<file path="src/rtl/cmos_writer_pkg.sv">
// Shared definitions for the CMOS frame writer.
//   state_e      : frame-writer FSM states
//   burst_len_w  : width of a burst word count able to hold BURST_LEN itself
package cmos_writer_pkg;

    typedef enum logic [2:0] {
        S_IDLE = 3'd0,
        S_ACK  = 3'd1,
        S_WAIT = 3'd2,
        S_REQ  = 3'd3,
        S_DATA = 3'd4
    } state_e;

    function automatic int burst_len_w(input int burst_len);
        return $clog2(burst_len) + 1;
    endfunction

endpackage

</file>
<file path="src/rtl/cmos_wr_fifo.sv">
// Capture FIFO for the CMOS frame writer: synchronous, show-ahead (head word
// visible on dout_o without a pop), with occupancy level and synchronous clear.
// Ports:
//   pclk, rst       clock, asynchronous active-high reset
//   clr_i           synchronous flush (wins over push/pop)
//   push_i, din_i   write one word; ignored when full
//   pop_i           discard head word; ignored when empty
//   dout_o          head word
//   level_o         words stored (0..DEPTH)
//   full_o, empty_o occupancy flags
module cmos_wr_fifo #(
    parameter int W     = 16,
    parameter int DEPTH = 256
) (
    input  logic                   pclk,
    input  logic                   rst,
    input  logic                   clr_i,
    input  logic                   push_i,
    input  logic [W-1:0]           din_i,
    input  logic                   pop_i,
    output logic [W-1:0]           dout_o,
    output logic [$clog2(DEPTH):0] level_o,
    output logic                   full_o,
    output logic                   empty_o
);
    localparam int AW = $clog2(DEPTH);
    localparam logic [AW:0]   FULL_LVL = DEPTH[AW:0];
    localparam logic [AW:0]   ONE_LVL  = 1;
    localparam logic [AW-1:0] ONE_PTR  = 1;

    logic [W-1:0]  mem_q [DEPTH];
    logic [AW-1:0] wr_ptr_q, rd_ptr_q;
    logic [AW:0]   level_q;
    logic          do_push, do_pop;

    assign full_o  = (level_q == FULL_LVL);
    assign empty_o = (level_q == '0);
    assign do_push = push_i & ~full_o;
    assign do_pop  = pop_i & ~empty_o;
    assign dout_o  = mem_q[rd_ptr_q];
    assign level_o = level_q;

    always_ff @(posedge pclk) begin
        if (do_push && !clr_i) begin
            mem_q[wr_ptr_q] <= din_i;
        end
    end

    always_ff @(posedge pclk or posedge rst) begin
        if (rst) begin
            wr_ptr_q <= '0;
            rd_ptr_q <= '0;
            level_q  <= '0;
        end else if (clr_i) begin
            wr_ptr_q <= '0;
            rd_ptr_q <= '0;
            level_q  <= '0;
        end else begin
            if (do_push) wr_ptr_q <= wr_ptr_q + ONE_PTR;
            if (do_pop)  rd_ptr_q <= rd_ptr_q + ONE_PTR;
            if (do_push && !do_pop)      level_q <= level_q + ONE_LVL;
            else if (!do_push && do_pop) level_q <= level_q - ONE_LVL;
        end
    end

endmodule

</file>
<file path="src/rtl/cmos_frame_writer.sv">
// CMOS frame writer: acknowledges a frame-start request, captures one frame of
// CMOS pixels into a local FIFO and drains it to the memory controller as
// bursts of at most BURST_LEN words into bank (write_addr_index << BANK_SHIFT).
// Optional feature macro: CMOS_BYTE_PACK_EN -- cmos_data is 8 bits and two
// qualified bytes (first byte high) form one 16-bit word.
// Ports:
//   pclk, rst                     clock, asynchronous active-high reset
//   write_req/write_addr_index    frame-start request (level) and target bank
//   write_req_ack                 one-cycle acknowledge
//   cmos_href/cmos_de/cmos_data   pixel stream
//   wr_burst_*                    memory controller burst write port
//   frame_done                    pulse when the last frame word is written
//   overflow                      sticky pixel-drop flag, cleared on acknowledge
//   fsm_state_o                   current FSM state (debug)
//
// Burst handshake: wr_burst_req with a stable wr_burst_addr/wr_burst_len is held
// until the controller returns wr_burst_ack for one cycle; afterwards each
// wr_burst_data_req cycle consumes the word on wr_burst_data (already valid in
// that cycle), and wr_burst_finish closes the burst.
module cmos_frame_writer
    import cmos_writer_pkg::*;
#(
    parameter int DATA_W      = 16,
    parameter int ADDR_W      = 24,
    parameter int BANK_SHIFT  = 19,
    parameter int FRAME_WORDS = 307200,
    parameter int BURST_LEN   = 64,
    parameter int FIFO_DEPTH  = 256
) (
    input  logic                              pclk,
    input  logic                              rst,
    input  logic                              write_req,
    input  logic [1:0]                        write_addr_index,
    output logic                              write_req_ack,
    input  logic                              cmos_href,
    input  logic                              cmos_de,
`ifdef CMOS_BYTE_PACK_EN
    input  logic [7:0]                        cmos_data,
`else
    input  logic [DATA_W-1:0]                 cmos_data,
`endif
    output logic                              wr_burst_req,
    output logic [ADDR_W-1:0]                 wr_burst_addr,
    output logic [burst_len_w(BURST_LEN)-1:0] wr_burst_len,
    input  logic                              wr_burst_ack,
    input  logic                              wr_burst_data_req,
    output logic [DATA_W-1:0]                 wr_burst_data,
    input  logic                              wr_burst_finish,
    output logic                              frame_done,
    output logic                              overflow,
    output state_e                            fsm_state_o
);
    localparam int LW  = burst_len_w(BURST_LEN);
    localparam int CW  = $clog2(FRAME_WORDS + 1);
    localparam int LVW = $clog2(FIFO_DEPTH) + 1;
    localparam logic [CW-1:0] FRAME_CNT = CW'(FRAME_WORDS);
    localparam logic [CW-1:0] ONE_CNT   = 1;

    state_e              state_q, state_d;
    logic [1:0]          bank_q, bank_d;
    logic [CW-1:0]       wr_cnt_q, wr_cnt_d;
    logic [CW-1:0]       cap_cnt_q, cap_cnt_d;
    logic                cap_en_q, cap_en_d;
    logic                overflow_q, overflow_d;
    logic [DATA_W-1:0]   last_q, last_d;

    logic                fifo_clr, fifo_push, fifo_pop, fifo_full, fifo_empty;
    logic [DATA_W-1:0]   fifo_dout, word;
    logic [LVW-1:0]      fifo_level;
    logic                word_vld, cap_active, busy, done;
    logic [31:0]         rem_words, need_words;
    logic [LW-1:0]       burst_len;

    // Capture stops by itself once a whole frame of pixels has been counted.
    assign cap_active = cap_en_q && (cap_cnt_q != FRAME_CNT);

`ifdef CMOS_BYTE_PACK_EN
    logic [7:0] hi_q, hi_d;
    logic       hi_vld_q, hi_vld_d;

    // A half word left over when the line ends is thrown away.
    always_comb begin
        hi_d     = hi_q;
        hi_vld_d = hi_vld_q;
        word_vld = 1'b0;
        word     = DATA_W'({hi_q, cmos_data});
        if (state_q == S_ACK || !cmos_href) begin
            hi_vld_d = 1'b0;
        end else if (cap_active && cmos_de) begin
            if (hi_vld_q) begin
                word_vld = 1'b1;
                hi_vld_d = 1'b0;
            end else begin
                hi_d     = cmos_data;
                hi_vld_d = 1'b1;
            end
        end
    end

    always_ff @(posedge pclk or posedge rst) begin
        if (rst) begin
            hi_q     <= '0;
            hi_vld_q <= 1'b0;
        end else begin
            hi_q     <= hi_d;
            hi_vld_q <= hi_vld_d;
        end
    end
`else
    assign word_vld = cap_active & cmos_href & cmos_de;
    assign word     = cmos_data;
`endif

    assign fifo_clr  = (state_q == S_ACK);
    assign fifo_push = word_vld & ~fifo_clr;
    assign fifo_pop  = (state_q == S_DATA) & wr_burst_data_req;

    cmos_wr_fifo #(
        .W     (DATA_W),
        .DEPTH (FIFO_DEPTH)
    ) u_fifo (
        .pclk    (pclk),
        .rst     (rst),
        .clr_i   (fifo_clr),
        .push_i  (fifo_push),
        .din_i   (word),
        .pop_i   (fifo_pop),
        .dout_o  (fifo_dout),
        .level_o (fifo_level),
        .full_o  (fifo_full),
        .empty_o (fifo_empty)
    );

    // Burst size: a full burst, or the frame tail when fewer words remain.
    assign rem_words  = 32'(FRAME_WORDS) - 32'(wr_cnt_q);
    assign need_words = (rem_words < 32'(BURST_LEN)) ? rem_words : 32'(BURST_LEN);
    assign burst_len  = LW'(need_words);
    assign busy       = (state_q == S_REQ) || (state_q == S_DATA);

    always_comb begin
        state_d    = state_q;
        bank_d     = bank_q;
        wr_cnt_d   = wr_cnt_q;
        cap_cnt_d  = cap_cnt_q;
        cap_en_d   = cap_en_q;
        overflow_d = overflow_q;
        last_d     = last_q;
        done       = 1'b0;

        // A dropped pixel still counts toward the frame.
        if (fifo_push) begin
            cap_cnt_d = cap_cnt_q + ONE_CNT;
            if (fifo_full) overflow_d = 1'b1;
        end
        // Remember the last popped word so an empty FIFO still shows it.
        if (fifo_pop && !fifo_empty) last_d = fifo_dout;

        unique case (state_q)
            S_IDLE: if (write_req) state_d = S_ACK;
            S_ACK: begin
                bank_d     = write_addr_index;
                wr_cnt_d   = '0;
                cap_cnt_d  = '0;
                overflow_d = 1'b0;
                cap_en_d   = 1'b1;
                state_d    = S_WAIT;
            end
            S_WAIT: begin
                if (write_req) begin
                    state_d = S_ACK;
                end else if (wr_cnt_q != FRAME_CNT && 32'(fifo_level) >= need_words) begin
                    state_d = S_REQ;
                end
            end
            S_REQ: if (wr_burst_ack) state_d = S_DATA;
            S_DATA: begin
                if (wr_burst_finish) begin
                    wr_cnt_d = wr_cnt_q + CW'(burst_len);
                    done     = (wr_cnt_d == FRAME_CNT);
                    // A request seen during the burst is served once it ends.
                    if (write_req)  state_d = S_ACK;
                    else if (done)  state_d = S_IDLE;
                    else            state_d = S_WAIT;
                end
            end
            default: state_d = S_IDLE;
        endcase
    end

    always_ff @(posedge pclk or posedge rst) begin
        if (rst) begin
            state_q    <= S_IDLE;
            bank_q     <= '0;
            wr_cnt_q   <= '0;
            cap_cnt_q  <= '0;
            cap_en_q   <= 1'b0;
            overflow_q <= 1'b0;
            last_q     <= '0;
        end else begin
            state_q    <= state_d;
            bank_q     <= bank_d;
            wr_cnt_q   <= wr_cnt_d;
            cap_cnt_q  <= cap_cnt_d;
            cap_en_q   <= cap_en_d;
            overflow_q <= overflow_d;
            last_q     <= last_d;
        end
    end

    assign write_req_ack = (state_q == S_ACK);
    assign wr_burst_req  = (state_q == S_REQ);
    assign wr_burst_addr = busy ? ((ADDR_W'(bank_q) << BANK_SHIFT) + ADDR_W'(wr_cnt_q)) : '0;
    assign wr_burst_len  = busy ? burst_len : '0;
    assign wr_burst_data = fifo_empty ? last_q : fifo_dout;
    assign frame_done    = done;
    assign overflow      = overflow_q;
    assign fsm_state_o   = state_q;

endmodule
</file>
<file path="config.mk">
export PLATFORM = sky130hd
export DESIGN_NAME = cmos_frame_writer
export DESIGN_NICKNAME = d
export VERILOG_FILES = /design/src/rtl/cmos_writer_pkg.sv /design/src/rtl/cmos_wr_fifo.sv /design/src/rtl/cmos_frame_writer.sv
export SDC_FILE = /design/constraint.sdc
export NUM_CORES = 2
export LEC_CHECK = 0
export CAP_MARGIN = 40
export CORE_ASPECT_RATIO = 0.5
export CORE_MARGIN = 2
export CORE_UTILIZATION = 55
export CTS_CLUSTER_DIAMETER = 30
export CTS_CLUSTER_SIZE = 16
export DETAILED_ROUTE_END_ITERATION = 7
export GPL_ROUTABILITY_DRIVEN = 1
export PLACE_DENSITY_LB_ADDON = 0.3
export SETUP_SLACK_MARGIN = 0.5
export SLEW_MARGIN = 0
export SYNTH_ARGS = -nofsm -noshare
export SYNTH_HDL_FRONTEND = slang
export SYNTH_SLANG_ARGS = --single-unit
</file>
<file path="constraint.sdc">
create_clock -name pclk -period 8.2 [get_ports pclk]
set_input_delay 1.64 -clock pclk [delete_from_list [all_inputs] [get_ports pclk]]
set_output_delay 1.64 -clock pclk [all_outputs]
set_load 0.05 [all_outputs]
</file>
==> impl_table.tex <==
\begin{tabular}{lr}
\hline
Metric & Value \\
\hline
\multicolumn{2}{l}{\textbf{Outcome}} \\
\quad Result of the run & finished clean \\
\multicolumn{2}{l}{\textbf{CTS}} \\
\quad Buffers from clock root to sink, at most & 4 \\
\quad Cts-stage hold buffer count & 0 \\
\quad Clock edge transition at the registers on the reported setup and hold paths & 60 ps \\
\quad Cell chosen for the clock root & sky130\_fd\_sc\_hd\_\_clkbuf\_16 \\
\quad TritonCTS Buffers & around 490 \\
\quad Clock tree sinks & 4,182 \\
\quad Later-pin clock latency in the skew report & 970 ps \\
\quad Clock tree from TritonCTS & done \\
\quad H-tree Lvls & 5 \\
\multicolumn{2}{l}{\textbf{Logic synthesis}} \\
\quad Most used standard cell by instance count after synthesis & sky130\_fd\_sc\_hd\_\_edfxtp\_1 \\
\quad Gate count of the mapped netlist & 6,842 \\
\quad Cell type with the highest aggregate area in the netlist & sky130\_fd\_sc\_hd\_\_edfxtp\_1 \\
\quad Synth top area cells & sky130\_fd\_sc\_hd\_\_edfxtp\_1 (76\%), sky130\_fd\_sc\_hd\_\_mux4\_2 (19\%), sky130\_fd\_sc\_hd\_\_dfrtp\_1 (1.3\%) \\
\quad Flip-flop and latch count after synthesis & 4,182 \\
\quad Summed instance area of the synthesized netlist & 0.162 sq mm \\
\quad Synthesis Warnings & 0 \\
\quad Mean Syn Cell Area & 23.7 sq um \\
\quad Area share of the leading cell type in the synthesized netlist & between 70\% and 80\% \\
\quad Number of synthesized flops with an enable pin & 4,096 \\
\quad Distinct cells, synth & 69 \\
\quad Top FF cell, synth & sky130\_fd\_sc\_hd\_\_edfxtp\_1 \\
\quad Proportion of synthesized chip area in sequential cells & between 70\% and 80\% \\
\quad Asr flop ratio synth & 2.06\% \\
\quad Most common library cells after synthesis & sky130\_fd\_sc\_hd\_\_edfxtp\_1 (4,096), sky130\_fd\_sc\_hd\_\_mux4\_2 (1,360), sky130\_fd\_sc\_hd\_\_nor2\_1 (343), sky130\_fd\_sc\_hd\_\_clkbuf\_1 (223), sky130\_fd\_sc\_hd\_\_nand2\_1 (157) \\
\multicolumn{2}{l}{\textbf{Global routing}} \\
\quad Global-route usage over all layers & 27.8\% \\
\quad Overflow left after global routing & 0 \\
\quad First-pass GRT wire length & $\sim$590,000 um \\
\quad Number of antenna violations at the first check in global routing & 36 \\
\quad Number of global-route vias before repair & slightly below 80,000 \\
\quad Largest net degree at the start of global routing & roughly 180 \\
\multicolumn{2}{l}{\textbf{Critical path}} \\
\quad Max stage delay cell, worst path & sky130\_fd\_sc\_hd\_\_dfrtp\_4 \\
\quad Most repeated library cell on the critical path & sky130\_fd\_sc\_hd\_\_mux4\_2 \\
\quad Crit path max-delay family & multiplexers \\
\quad Critical path's largest stage delay & 930 ps \\
\quad Worst path arrival time & between 5000 and 6000 ps \\
\quad Worst-path fanout max & 28 \\
\quad Critical Path Start Type & register \\
\quad Critical Path RT & roughly 6600 ps \\
\quad Crit-path cells & buf\_12 -> buf\_4 -> mux4\_2 -> mux4\_2 -> mux4\_2 -> mux4\_2 -> mux2\_2 -> clkdlybuf4s50\_1 \\
\quad Type of destination of the critical path & output pin \\
\quad Startpoint-to-endpoint class of the critical path & reg -> out \\
\quad Crit path buffers/inverters & 3 \\
\multicolumn{2}{l}{\textbf{STA}} \\
\quad Count of final max-slew check failures & 0 \\
\quad Number of endpoints failing setup at the final stage & 0 \\
\quad Number of endpoints with negative hold slack in the final report & 0 \\
\quad Slew margin rel. & 28.7\% \\
\quad Transition time of the tightest slew-check pin & 1070 ps \\
\quad Unrepaired setup endpoints after global routing & false \\
\quad Worst hold slack across all endpoints & roughly 470 ps \\
\quad Final setup slack of the worst path & between 700 and 800 ps \\
\quad Final min period & 7450 ps \\
\quad Clock Skews & about 84 ps \\
\quad Setup TNS & 0 ps \\
\quad Peak clock frequency supported by timing & 0.134 GHz \\
\quad Portion of the clock cycle consumed by the worst path in the final layout & 90.9\% \\
\multicolumn{2}{l}{\textbf{Detailed routing}} \\
\quad Initial drt markers & 12,300 \\
\quad Routed length per placed instance & 35.1 um \\
\quad Vias per Instance & around 6.7 \\
\quad Antenna viol nets, final & 0 \\
\quad Initial DRT Pass Iterations & 6 \\
\quad Final routed DRC violation total & 0 \\
\quad Routed WL & 415,000 um \\
\quad Vias & 79,023 \\
\multicolumn{2}{l}{\textbf{Power and ir drop}} \\
\quad Leakage & between 50 and 60 nW \\
\quad Maximum vdd drop & roughly 220 uV \\
\quad Power density over cell area & 290 mW/mm\^{}2 \\
\multicolumn{2}{l}{\textbf{Placed design}} \\
\quad Port buffer count & 76 \\
\quad Half-perimeter wire length after placement & 232,000 um \\
\quad Routability Congestion & 0.833 \\
\quad Placement-stage worst setup slack & 905 ps \\
\multicolumn{2}{l}{\textbf{Hold path}} \\
\quad Worst min-delay path class & reg -> reg \\
\multicolumn{2}{l}{\textbf{Final layout}} \\
\quad Layout cells sized above 1 & a little over a third \\
\quad Utilization of the core after routing & between 60 and 70\% \\
\quad Nets & 7,557 \\
\quad Area Overhead vs Synth & 15.8\% \\
\multicolumn{2}{l}{\textbf{Floorplanning}} \\
\quad Initial standard-cell utilization of the core & between 50 and 60\% \\
\quad Floorplan die area & 0.300 sq mm \\
\quad Number of standard-cell rows in the floorplan & 140 \\
\quad I/O Pins & 80 \\
\quad Die W & roughly 770 um \\
\quad Floorplan Core Area & 0.292 sq mm \\
\quad Vertical die dimension & roughly 390 um \\
\multicolumn{2}{l}{\textbf{Flow run}} \\
\quad \# Max-Cap Violations & 0 \\
\hline
\end{tabular}
==> layout make-up <==
type	instances	area, sq um
flip-flops and latches	4182	125000
fillers	18123	104000
well taps	3905	4890
inverters	29	111
clock inverters	376	4290
diodes	9	22.5
multi-input cells	2254	35600
clock buffers	529	12400
repair buffers	548	5390
==> registers in the layout (all words and copies together), names as in the netlist <==
register	count
cap_en_q	1
overflow	1
u_fifo.wr_ptr_q	8
u_fifo.level_o	9
cap_cnt_q	19
u_fifo.rd_ptr_q	8
u_fifo.mem_q	4096
wr_cnt_q	19
last_q	16
bank_q	2
fsm_state_o	3
==> stage by stage <==
step	instance area, sq um	power (mW)	cells
after floorplan	162000	29.7	6845
after global placement	170000	32.5	10863
after detailed placement	171000	32.6	10899
after CTS	188000	54.8	11805
after global routing	188000	56.1	11823
final	188000	54.6	11832
==> kinds of logic (layout without fill, tap and decap cells) <==
group                    after synthesis  in the layout  synth area share, %
buffers and inverters                409           1482                 1.04
multiplexers                        1385           1385                 19.0
AND/OR/NAND/NOR                      653            653                 1.76
other                                  2             14              0.00463
adder cells (fa/ha/maj)               30             30                0.236
AO/OA/AOI/OAI                        135            135                0.524
flip-flops                          4182           4182                 77.1
XOR/XNOR                              46             46                0.248
==> layer usage <==
metal / vias up / global-route usage [%] / part of all wire [%]
met5: - / 0.144 / 0.045
li1: 30738 / - / -
met3: 750 / 7.95 / 13
met4: 26 / 8.44 / 3.2
met1: 42034 / 41.2 / 38
met2: 5475 / 40.9 / 46
==> layout by cell type, fill, tap and decap left out, types with 14 or more instances in the layout <==
| cell type | Yosys | routed |
|---|---|---|
| sky130_fd_sc_hd__clkdlybuf4s50_1 | 0 | 50 |
| sky130_fd_sc_hd__and2_1 | 23 | 21 |
| sky130_fd_sc_hd__xnor2_1 | 20 | 20 |
| sky130_fd_sc_hd__buf_16 | 0 | 15 |
| sky130_fd_sc_hd__buf_8 | 0 | 15 |
| sky130_fd_sc_hd__bufinv_16 | 0 | 63 |
| sky130_fd_sc_hd__inv_6 | 0 | 67 |
| sky130_fd_sc_hd__nand3_1 | 24 | 20 |
| sky130_fd_sc_hd__inv_1 | 29 | 25 |
| sky130_fd_sc_hd__nor2_2 | 0 | 30 |
| sky130_fd_sc_hd__mux4_2 | 1360 | 1360 |
| sky130_fd_sc_hd__inv_8 | 0 | 29 |
| sky130_fd_sc_hd__xor2_1 | 26 | 26 |
| sky130_fd_sc_hd__o21ai_0 | 44 | 44 |
| sky130_fd_sc_hd__mux2_2 | 16 | 16 |
| sky130_fd_sc_hd__nor2_1 | 343 | 313 |
| sky130_fd_sc_hd__nand4_1 | 16 | 16 |
| sky130_fd_sc_hd__clkinv_2 | 0 | 54 |
| sky130_fd_sc_hd__clkbuf_1 | 223 | 37 |
| sky130_fd_sc_hd__clkinv_4 | 0 | 49 |
| sky130_fd_sc_hd__buf_4 | 3 | 399 |
| sky130_fd_sc_hd__nand2_1 | 157 | 144 |
| sky130_fd_sc_hd__buf_12 | 0 | 52 |
| sky130_fd_sc_hd__a21oi_1 | 28 | 25 |
| sky130_fd_sc_hd__clkinv_1 | 0 | 44 |
| sky130_fd_sc_hd__clkbuf_8 | 0 | 14 |
| sky130_fd_sc_hd__dfrtp_1 | 86 | 74 |
| sky130_fd_sc_hd__clkinvlp_4 | 0 | 63 |
| sky130_fd_sc_hd__clkbuf_16 | 0 | 490 |
| sky130_fd_sc_hd__edfxtp_1 | 4096 | 4096 |
| sky130_fd_sc_hd__ha_1 | 29 | 27 |
==> worst paths after layout <==
check / startpoint / to / slack (ps) / cells past startpoint
hold reg to reg: cap_en_q$_DFFE_PP0P_ / cap_en_q$_DFFE_PP0P_ / 470 / 1
min in group asynchronous: rst / wr_cnt_q[14]$_DFFE_PP0P_ / 1090 / 2
max in group asynchronous: rst / u_fifo.rd_ptr_q[1]$_DFFE_PP0P_ / 6220 / 4
hold / removal: cap_en_q$_DFFE_PP0P_ / cap_en_q$_DFFE_PP0P_ / 470 / 1
setup reg to reg: u_fifo.level_o[5]$_DFFE_PP0P_ / u_fifo.level_o[8]$_DFFE_PP0P_ / 3140 / 16
setup / recovery: u_fifo.rd_ptr_q[1]$_DFFE_PP0P_ / wr_burst_data[6] / 750 / 8
==> repair_timing <==
action,CTS,global route
buffers inserted,1,15
endpoints found under the setup margin,1,1
pin swaps,3,7
gates resized for setup,8,20
==> report_power, final <==
group | internal [mW] | leakage, nW | switching, mW
registers | 23.6 | 37.9 | 0.114
clock network | 13.1 | 8.02 | 9.18
logic | 4.02 | 11.8 | 4.54
No activity file was read; power rests on OpenSTA's default activity.
